File: src/rtl/muldiv_pkg.sv
// muldiv_pkg: shared constants for the RV32M multiply/divide unit.
//   - funct3 encodings for the eight M-extension operations
//   - FSM state encoding used by ex_muldiv
//   - M-extension opcode/funct7 constants, shared with the decoder
package muldiv_pkg;

  localparam logic [2:0] F3_MUL    = 3'b000;
  localparam logic [2:0] F3_MULH   = 3'b001;
  localparam logic [2:0] F3_MULHSU = 3'b010;
  localparam logic [2:0] F3_MULHU  = 3'b011;
  localparam logic [2:0] F3_DIV    = 3'b100;
  localparam logic [2:0] F3_DIVU   = 3'b101;
  localparam logic [2:0] F3_REM    = 3'b110;
  localparam logic [2:0] F3_REMU   = 3'b111;

  localparam logic [6:0] OPCODE_M  = 7'b0110011;
  localparam logic [6:0] FUNCT7_M  = 7'b0000001;

  typedef enum logic [1:0] {
    IDLE = 2'd0,
    CALC = 2'd1,
    DONE = 2'd2
  } state_t;

endpackage

File: src/rtl/ex_muldiv_div_core.sv
// ex_muldiv_div_core: restoring-divide iteration, one quotient bit per step.
// Operates on unsigned magnitudes; sign fix-up is done by the caller.
// Ports:
//   clk, i_rst_n     clock, async active-low reset
//   i_load           capture dividend/divisor, clear the partial remainder
//   i_step           perform one iteration
//   i_dividend       dividend magnitude
//   i_divisor        divisor magnitude
//   o_quot_next      quotient after the step in progress (combinational)
//   o_rem_next       remainder after the step in progress (combinational)
module ex_muldiv_div_core #(
  parameter int DATA_WIDTH = 32
) (
  input  logic                  clk,
  input  logic                  i_rst_n,
  input  logic                  i_load,
  input  logic                  i_step,
  input  logic [DATA_WIDTH-1:0] i_dividend,
  input  logic [DATA_WIDTH-1:0] i_divisor,
  output logic [DATA_WIDTH-1:0] o_quot_next,
  output logic [DATA_WIDTH-1:0] o_rem_next
);

  localparam int W = DATA_WIDTH;

  logic [W-1:0] r_rem;
  logic [W-1:0] r_quot;
  logic [W-1:0] r_divisor;
  logic [W:0]   w_shift;
  logic [W:0]   w_diff;
  logic         w_ge;

  // r_quot starts as the dividend and shifts out its MSB into the
  // partial remainder while quotient bits shift in from the bottom.
  assign w_shift     = {r_rem, r_quot[W-1]};
  assign w_diff      = w_shift - {1'b0, r_divisor};
  assign w_ge        = ~w_diff[W];
  assign o_rem_next  = w_ge ? w_diff[W-1:0] : w_shift[W-1:0];
  assign o_quot_next = {r_quot[W-2:0], w_ge};

  always_ff @(posedge clk or negedge i_rst_n) begin
    if (!i_rst_n) begin
      r_rem     <= '0;
      r_quot    <= '0;
      r_divisor <= '0;
    end else if (i_load) begin
      r_rem     <= '0;
      r_quot    <= i_dividend;
      r_divisor <= i_divisor;
    end else if (i_step) begin
      r_rem     <= o_rem_next;
      r_quot    <= o_quot_next;
    end
  end

endmodule

File: src/rtl/ex_muldiv.sv
// ex_muldiv: iterative RV32M multiply/divide unit for the EX stage.
// Shift-add multiplier and restoring divider, one bit per cycle.
// Configuration macro: MULDIV_DIV_EN (defined: divider present; undefined:
// divide/remainder ops complete in one cycle with a zero result).
// Ports:
//   clk          rising-edge clock
//   i_rst_n      async active-low reset
//   i_start      valid M-extension instruction in EX
//   i_funct3     operation select
//   i_rs1_data   operand A
//   i_rs2_data   operand B
//   i_flush      abort current operation
//   o_busy       stall request (combinational)
//   o_done       one-cycle result-valid pulse
//   o_result     result, held until the next completion
//
// state | meaning
// IDLE  | waiting for i_start; division special cases resolved here
// CALC  | iterating, DATA_WIDTH cycles
// DONE  | o_done pulse, pipeline advances; i_start ignored
module ex_muldiv
  import muldiv_pkg::*;
#(
  parameter int DATA_WIDTH = 32
) (
  input  logic                  clk,
  input  logic                  i_rst_n,
  input  logic                  i_start,
  input  logic [2:0]            i_funct3,
  input  logic [DATA_WIDTH-1:0] i_rs1_data,
  input  logic [DATA_WIDTH-1:0] i_rs2_data,
  input  logic                  i_flush,
  output logic                  o_busy,
  output logic                  o_done,
  output logic [DATA_WIDTH-1:0] o_result
);

  localparam int W  = DATA_WIDTH;
  localparam int CW = $clog2(DATA_WIDTH) + 1;

  state_t          r_state;
  state_t          w_state_next;
  logic [CW-1:0]   r_cnt;
  logic [2:0]      r_funct3;
  logic            r_neg;
  logic [2*W-1:0]  r_mcand;
  logic [2*W-1:0]  r_prod;
  logic [W-1:0]    r_mplier;
  logic            r_done;
  logic [W-1:0]    r_result;

  logic            w_a_signed;
  logic            w_b_signed;
  logic            w_a_neg;
  logic            w_b_neg;
  logic [W-1:0]    w_a_mag;
  logic [W-1:0]    w_b_mag;
  logic            w_special;
  logic [W-1:0]    w_special_result;
  logic            w_accept;
  logic            w_take_special;
  logic            w_finish;
  logic            w_busy;
  logic            w_calc;
  logic [2*W-1:0]  w_prod_next;
  logic [2*W-1:0]  w_prod_signed;
  logic [W-1:0]    w_mul_result;
  logic [W-1:0]    w_calc_result;

  // MUL low half is sign-agnostic; treating it as signed keeps the mux simple.
  assign w_a_signed = (i_funct3 == F3_MUL) || (i_funct3 == F3_MULH) ||
                      (i_funct3 == F3_MULHSU) || (i_funct3 == F3_DIV) ||
                      (i_funct3 == F3_REM);
  assign w_b_signed = (i_funct3 == F3_MUL) || (i_funct3 == F3_MULH) ||
                      (i_funct3 == F3_DIV) || (i_funct3 == F3_REM);
  assign w_a_neg    = w_a_signed & i_rs1_data[W-1];
  assign w_b_neg    = w_b_signed & i_rs2_data[W-1];
  assign w_a_mag    = w_a_neg ? -i_rs1_data : i_rs1_data;
  assign w_b_mag    = w_b_neg ? -i_rs2_data : i_rs2_data;

`ifdef MULDIV_DIV_EN
  logic            r_rem_neg;
  logic            w_div_zero;
  logic            w_ovf;
  logic [W-1:0]    w_quot_next;
  logic [W-1:0]    w_rem_next;

  assign w_div_zero = (i_rs2_data == '0);
  assign w_ovf      = ((i_funct3 == F3_DIV) || (i_funct3 == F3_REM)) &&
                      (i_rs1_data == {1'b1, {(W-1){1'b0}}}) &&
                      (i_rs2_data == '1);
  assign w_special  = i_funct3[2] & (w_div_zero | w_ovf);

  // funct3[1] selects remainder over quotient.
  always_comb begin
    w_special_result = '0;
    if (w_div_zero)
      w_special_result = i_funct3[1] ? i_rs1_data : '1;
    else
      w_special_result = i_funct3[1] ? '0 : i_rs1_data;
  end

  ex_muldiv_div_core #(
    .DATA_WIDTH (W)
  ) u_div_core (
    .clk         (clk),
    .i_rst_n     (i_rst_n),
    .i_load      (w_accept),
    .i_step      (w_calc),
    .i_dividend  (w_a_mag),
    .i_divisor   (w_b_mag),
    .o_quot_next (w_quot_next),
    .o_rem_next  (w_rem_next)
  );

  always_ff @(posedge clk or negedge i_rst_n) begin
    if (!i_rst_n)
      r_rem_neg <= 1'b0;
    else if (w_accept)
      r_rem_neg <= w_a_neg;
  end

  assign w_calc_result = !r_funct3[2] ? w_mul_result :
                         r_funct3[1]  ? (r_rem_neg ? -w_rem_next : w_rem_next) :
                                        (r_neg ? -w_quot_next : w_quot_next);
`else
  // Without the divider every divide/remainder op finishes in IDLE with 0.
  assign w_special        = i_funct3[2];
  assign w_special_result = '0;
  assign w_calc_result    = w_mul_result;
`endif

  assign w_calc = (r_state == CALC);

  always_comb begin
    w_state_next   = r_state;
    w_busy         = 1'b0;
    w_accept       = 1'b0;
    w_take_special = 1'b0;
    w_finish       = 1'b0;
    unique case (r_state)
      IDLE: begin
        if (i_start && !i_flush) begin
          if (w_special) begin
            w_state_next   = DONE;
            w_take_special = 1'b1;
          end else begin
            w_state_next = CALC;
            w_accept     = 1'b1;
            w_busy       = 1'b1;
          end
        end
      end
      CALC: begin
        w_busy = 1'b1;
        if (i_flush) begin
          w_state_next = IDLE;
        end else if (r_cnt == '0) begin
          w_state_next = DONE;
          w_finish     = 1'b1;
        end
      end
      DONE: begin
        w_state_next = IDLE;
      end
      default: begin
        w_state_next = IDLE;
      end
    endcase
  end

  // Gated by reset so the stall drops immediately even with i_start held.
  assign o_busy = w_busy & i_rst_n;

  always_ff @(posedge clk or negedge i_rst_n) begin
    if (!i_rst_n)
      r_state <= IDLE;
    else
      r_state <= w_state_next;
  end

  assign w_prod_next   = r_prod + (r_mplier[0] ? r_mcand : '0);
  assign w_prod_signed = r_neg ? -w_prod_next : w_prod_next;
  assign w_mul_result  = (r_funct3 == F3_MUL) ? w_prod_signed[W-1:0]
                                              : w_prod_signed[2*W-1:W];

  always_ff @(posedge clk or negedge i_rst_n) begin
    if (!i_rst_n) begin
      r_cnt    <= '0;
      r_funct3 <= '0;
      r_neg    <= 1'b0;
      r_mcand  <= '0;
      r_mplier <= '0;
      r_prod   <= '0;
    end else if (w_accept) begin
      r_cnt    <= CW'(W - 1);
      r_funct3 <= i_funct3;
      r_neg    <= w_a_neg ^ w_b_neg;
      r_mcand  <= {{W{1'b0}}, w_a_mag};
      r_mplier <= w_b_mag;
      r_prod   <= '0;
    end else if (w_calc) begin
      r_cnt    <= r_cnt - 1'b1;
      r_mcand  <= r_mcand << 1;
      r_mplier <= r_mplier >> 1;
      r_prod   <= w_prod_next;
    end
  end

  // Final iteration result is taken straight from the step logic so the
  // value lands in r_result on the same edge that enters DONE.
  always_ff @(posedge clk or negedge i_rst_n) begin
    if (!i_rst_n) begin
      r_done   <= 1'b0;
      r_result <= '0;
    end else begin
      r_done <= w_take_special | w_finish;
      if (w_take_special)
        r_result <= w_special_result;
      else if (w_finish)
        r_result <= w_calc_result;
    end
  end

  assign o_done   = r_done;
  assign o_result = r_result;

endmodule

File: config.mk
export PLATFORM = sky130hd
export DESIGN_NAME = ex_muldiv
export DESIGN_NICKNAME = d
export VERILOG_FILES = /design/src/rtl/muldiv_pkg.sv /design/src/rtl/ex_muldiv_div_core.sv /design/src/rtl/ex_muldiv.sv
export SDC_FILE = /design/constraint.sdc
export NUM_CORES = 1
export LEC_CHECK = 0
export CAP_MARGIN = 20
export CORE_MARGIN = 2
export CORE_UTILIZATION = 60
export CTS_BUF_LIST = sky130_fd_sc_hd__clkbuf_8 sky130_fd_sc_hd__clkbuf_16
export DETAILED_ROUTE_END_ITERATION = 6
export PLACE_DENSITY = 0.81
export SYNTH_ARGS = -nofsm -noshare
export SYNTH_HDL_FRONTEND = slang
export SYNTH_SLANG_ARGS = --single-unit
File: constraint.sdc
create_clock -name clk -period 13.26 [get_ports clk]
set_input_delay 2.652 -clock clk [delete_from_list [all_inputs] [get_ports clk]]
set_output_delay 2.652 -clock clk [all_outputs]
set_load 0.02 [all_outputs]
# Yosys cells after proc, flatten, opt, wreduce, memory -nomap -nowiden
# Cells that the tools add are included.
[totals]
rom_bits = 0
wordCells = 71
mem_bits_rw = 0
input_bits = 71
regBits = 205
latchBits = 0
n_memories = 0
[classes]
order_cmp = 0
n_mul = 0
div_mod_pow = 0
eq_ne = 7
reduce_logical = 15
mux = 30
n_bitwise = 5
n_shift = 0
n_addsub = 5
[ops]
columns = ["operator", "count"]
rows = [
  ["2-to-1 mux 64 bit", 6],
  ["2-to-1 mux 32 bit", 7],
  ["adder 64 bit", 1],
  ["negation 32 bit", 2],
  ["negation 64 bit", 1],
  ["2-to-1 mux 6 bit", 2],
  ["2-to-1 mux 1 bit", 9],
  ["2-to-1 mux 2 bit", 4],
  ["== test 3 bit, second input constant", 2],
  ["zero test 3 bit", 2],
  ["zero test 6 bit", 1],
  ["logical OR 1 bit", 6],
  ["subtractor 6 x 1 -> 6 bit, second input constant", 1],
  ["one-hot mux 2 bit (2 select lines)", 1],
  ["nonzero test 2 bit", 2],
  ["bitwise AND 1 bit", 3],
  ["== test 3 x 1 -> 1 bit, second input constant", 1],
  ["== test 3 x 2 -> 1 bit, second input constant", 1],
  ["!= test 3 x 2 -> 1 bit, second input constant", 1],
  ["== test 2 x 1 -> 1 bit, second input constant", 1],
  ["zero test 2 bit", 1],
  ["!= test 2 bit, second input constant", 1],
  ["one-hot mux 1 bit (2 select lines)", 1],
  ["AND reduction 2 bit", 1],
  ["4 further kinds", 4],
]

# Longest topological paths before layout
[logic_depth]
word_depth = 8
ltp_mapped = 20

# Least setup slack after synthesis
# OpenSTA, ideal clock, no wires.
[synth_timing]
path_type = "input to output"
from = "input port i_flush"
to = "output port o_busy"
path_buffers = 1
arrival_ns = 4.013
cell_stages = 5
slack_ns = 6.595
required_ns = 10.608
cell_sequence = "nor4_1 > and2_1 > nor2_1 > clkbuf_1 > nor3b_1"
[synth_via]
elab_chain_cells = 5
[synth_rtl]
columns = ["item", "line_no", "rtl"]
rows = [
  ["start, declared", "ex_muldiv.sv:32", "input logic i_flush,"],
  ["zero test 1 bit", "ex_muldiv.sv:143", "if (i_start && !i_flush) begin"],
  ["logical AND 1 bit", "ex_muldiv.sv:143", ""],
  ["2-to-1 mux 1 bit", "ex_muldiv.sv:143", ""],
  ["one-hot mux 1 bit (2 select lines)", "ex_muldiv.sv:141", "unique case (r_state)"],
  ["bitwise AND 1 bit", "ex_muldiv.sv:173", "assign o_busy = w_busy & i_rst_n;"],
  ["end, declared", "ex_muldiv.sv:33", "output logic o_busy,"],
]
# Every way passes these cells.

# Worst setup path after layout
# Ends and elaborated chain as after synthesis.

==> results by group <==
Worst setup path
  – CP most frequent cell: clkdlybuf4s50_1
  – Max FO, Critical Path: 5
  – CP cell instances: clkdlybuf4s50_1 -> nor4_1 -> and2_1 -> nor2_4 -> nor3b_1 -> clkdlybuf4s50_1
  – Critical Path Source Type: input port
  – Critical Path Sink Type: primary output
  – Worst path buffer plus inverter count: 2
  – Reg-to-Reg End: o_result[15]
  – R2r setup slk: between 7000 and 8000 ps
  – Max stage delay on crit path: between 600 and 700 ps
  – R2R cell count: 17
  – Delay-heaviest family, CP: buffers and inverters
  – Required @ worst endpoint: around 11,000 ps
  – Reg2Reg Launch Point: r_mplier[0]
  – Crit Path Class: in -> out
  – Critical path data arrival time: around 5000 ps
  – Crit path from: i_flush
  – Worst path slowest cell: clkdlybuf4s50_1

Logic synthesis
  – Gate count after technology mapping: roughly 2,100
  – Syn. warnings: 0
  – Register area share after synthesis: 31.0%
  – Post-synthesis cell type count: 96
  – Most used DFF post-synth: dfrtp_1
  – Post-synth EDFFs: 0
  – Post-synth net total: roughly 2,200
  – Mapped cell area: ~17,000 um^2
  – Yosys reg bits: between 200 and 250
  – Mean Syn Cell Area: about 7.9 um^2
  – Share of synthesized flip-flops with an asynchronous set or reset: 100%

Routing
  – Number of remaining DRC errors: 1
  – TritonRoute pass-1 iters: 7
  – Final WL: just over 50 mm
  – Post-route ant nets: 0
  – Vias per inst: between 6 and 7
  – Initial DRC count: between 1,500 and 2,000
  – Via count: between 15,000 and 20,000
  – Wire per inst: around 21 um

GRT
  – Remaining global-route overflow: 0
  – Vias in the first global route: 15,597
  – Total GRT Usage: about a third
  – Global-route wire length before repair: 81.9 mm
  – Largest net degree at the start of global routing: between 90 and 100
  – Initial antenna violation count: 0

Cells and area
  – Layout cells sized above 1: between 5 and 6%
  – Commonest non-fill, non-tap cell in the layout: nand2_1
  – Antenna diode instance count: 0
  – Nets: around 2,200
  – Area delta synth->final: 12.0%
  – Most frequent cells in the layout: 271 x nand2_1, 260 x o21ai_0, 205 x dfrtp_1

Min path
  – Worst Hold End: o_result[2]
  – Cell depth of the worst hold path: 1
  – Worst Hold Class: reg -> reg
  – Min-delay src: o_result[2]

Pwr
  – PD cells: 163 nW/um^2
  – Peak VDD IR: about 0.11 mV
  – Static leakage: ~7.6 nW

Clock tree
  – # hold bufs at CTS: 0
  – H-tree depth: 1
  – CTS buffer count: 24
  – Worst-Skew Late Latency: around 560 ps
  – Clock Pin Slew Worst Setup and Hold Paths: approximately 60 ps
  – CTS tree: built
  – CTS Buffer Depth: 3
  – Clk sinks: 205
  – Post-CTS Setup Bufs: 0
  – Clock root buffer: clkbuf_16
  – Post-CTS sizing: 0

Die
  – Die area: just under 30,000 um^2
  – Die Wd: about 170 um
  – Initial Util: between 60% and 70%
  – # rows: 60
  – Die Y: roughly 170 um
  – Number of placed I/O pins: ~110
  – Core area: between 20,000 and 30,000 um^2

Timing
  – Final critical-path required period: about 7500 ps
  – Achievable Freq: 133 MHz
  – Fin Clk Skew: ~34 ps
  – # setup viols final: 0
  – Slew headroom: 30.9%
  – Setup TNS Final: 0 ps
  – Final period util: between 50% and 60%
  – Setup repair after global routing missed its margin: false
  – Hold Vio Cnt, Final: 0
  – Slew @ Worst Pin: 1030 ps
  – Slew Viols, Final: 0
  – Final Hold Slack: slightly below 500 ps

Run
  – MaxCap Viol Count: 0

Placed design
  – RePlAce Congestion: roughly 1.1
  – DP HPWL: approximately 40 mm
  – Port bufs: 104

Outcome
  – Outcome: complete, but fails checks
  – Failing checks: design-rule violations
[worst max path at each step]
stage	slack, ps	to	depth (start not counted)
6_report	5740	o_busy	6
5_1_grt	5620	o_busy	6
4_1_cts	5740	o_busy	6
3_5_place_dp	5760	o_busy	6
3_3_place_gp	5750	o_busy	6
2_1_floorplan	6590	o_busy	5
[state kept, by name, summed over array words and instances, names as in the netlist, 2 cells and up]
signal / count
r_mplier: 32
r_prod: 64
o_result: 32
r_funct3: 3
r_state: 2
r_cnt: 6
r_mcand: 64
[synth_stat cells (6+ instances only)]
cell / number / share of area (%)
nor4_1: 23 / 0.87
nor2b_1: 8 / 0.30
a22oi_1: 84 / 3.8
and2_1: 73 / 2.8
clkbuf_1: 111 / 2.5
a211oi_1: 15 / 0.68
a31oi_1: 19 / 0.72
nand4_1: 44 / 1.7
xor2_1: 76 / 4.0
nand2b_1: 11 / 0.42
nor3_1: 42 / 1.3
or4_1: 9 / 0.41
a22o_1: 12 / 0.63
or3_1: 39 / 1.5
buf_1: 6 / 0.14
o21ai_1: 10 / 0.30
a311oi_1: 8 / 0.42
o21ai_0: 260 / 7.9
nand2_1: 272 / 6.2
nand4b_1: 7 / 0.37
o211ai_1: 8 / 0.36
nor2_1: 136 / 3.1
a31o_2: 6 / 0.32
mux2i_1: 9 / 0.54
and3_1: 9 / 0.34
a21o_1: 24 / 1.1
dfrtp_1: 205 / 31
xnor2_1: 78 / 4.1
or2_2: 6 / 0.23
nand3_1: 89 / 2.7
inv_1: 26 / 0.59
o31ai_1: 27 / 1.2
buf_2: 9 / 0.27
o41ai_1: 9 / 0.48
a21oi_1: 111 / 3.4
ha_1: 68 / 5.1
o21a_1: 16 / 0.73
[per-stage QoR]
step / power (mW) / instance area, um^2 / cells / utilization (%) / setup WS (ps)
after floorplan: 1.84 / 16600 / 2092 / - / 6590
after CTS: 2.98 / 18600 / 2467 / 68.6 / 5740
final: 3.03 / 18600 / 2467 / 68.6 / 5740
after global placement: 2.21 / 17700 / 2424 / 65.4 / 5750
after global routing: 3.19 / 18600 / 2467 / 68.6 / 5620
after detailed placement: 2.25 / 17700 / 2424 / 65.4 / 5760
[layout make-up]
type                    count  area [um^2]
fillers                  2267         8470
multi-input cells        1729        10800
clock inverters            13          200
inverters                  26         97.6
well taps                 341          427
clock buffers              30          683
repair buffers            123         1190
flip-flops and latches    205         5130
[power by group]
| part | switching, mW | internal (mW) | total (mW) |
|---|---|---|---|
| clock network | 0.281 | 0.445 | 0.726 |
| logic | 0.954 | 0.481 | 1.43 |
| registers | 0.0980 | 0.767 | 0.865 |
| total | 1.33 | 1.69 | 3.03 |
[kinds of logic (layout without fill, tap and decap cells)]
group	Yosys count	in the layout	share of synthesized area [%]
multiplexers	9	9	0.544
AND/OR/NAND/NOR	804	804	23.9
buffers and inverters	158	192	3.88
XOR/XNOR	154	154	8.15
adder cells (fa/ha/maj)	69	69	5.26
AO/OA/AOI/OAI	693	693	27.3
flip-flops	205	205	31.0
[layer usage]
layer  track usage [%]  vias up  wire [um]
li1                  -     7737          -
met1              48.5     8000      22000
met2              56.2      833      23300
met3              5.72      133       4570
met4              12.2        0       1740
met5                 0        -          0
[worst register-to-register path, cell delays in order (launching register included)]
cell,delay (ps)
dfrtp_1,330
buf_4,450
and2_1,260
ha_1,230
inv_1,70
fa_1,420
nand2b_1,250
a2111oi_4,460
o21a_1,260
o21ai_0,120
a222oi_1,730
nand3_1,300
or4_4,600
or2_0,270
nor4_1,570
nor2_1,110
xnor2_1,180
a221o_1,340
(Power assumes the default switching activity.)
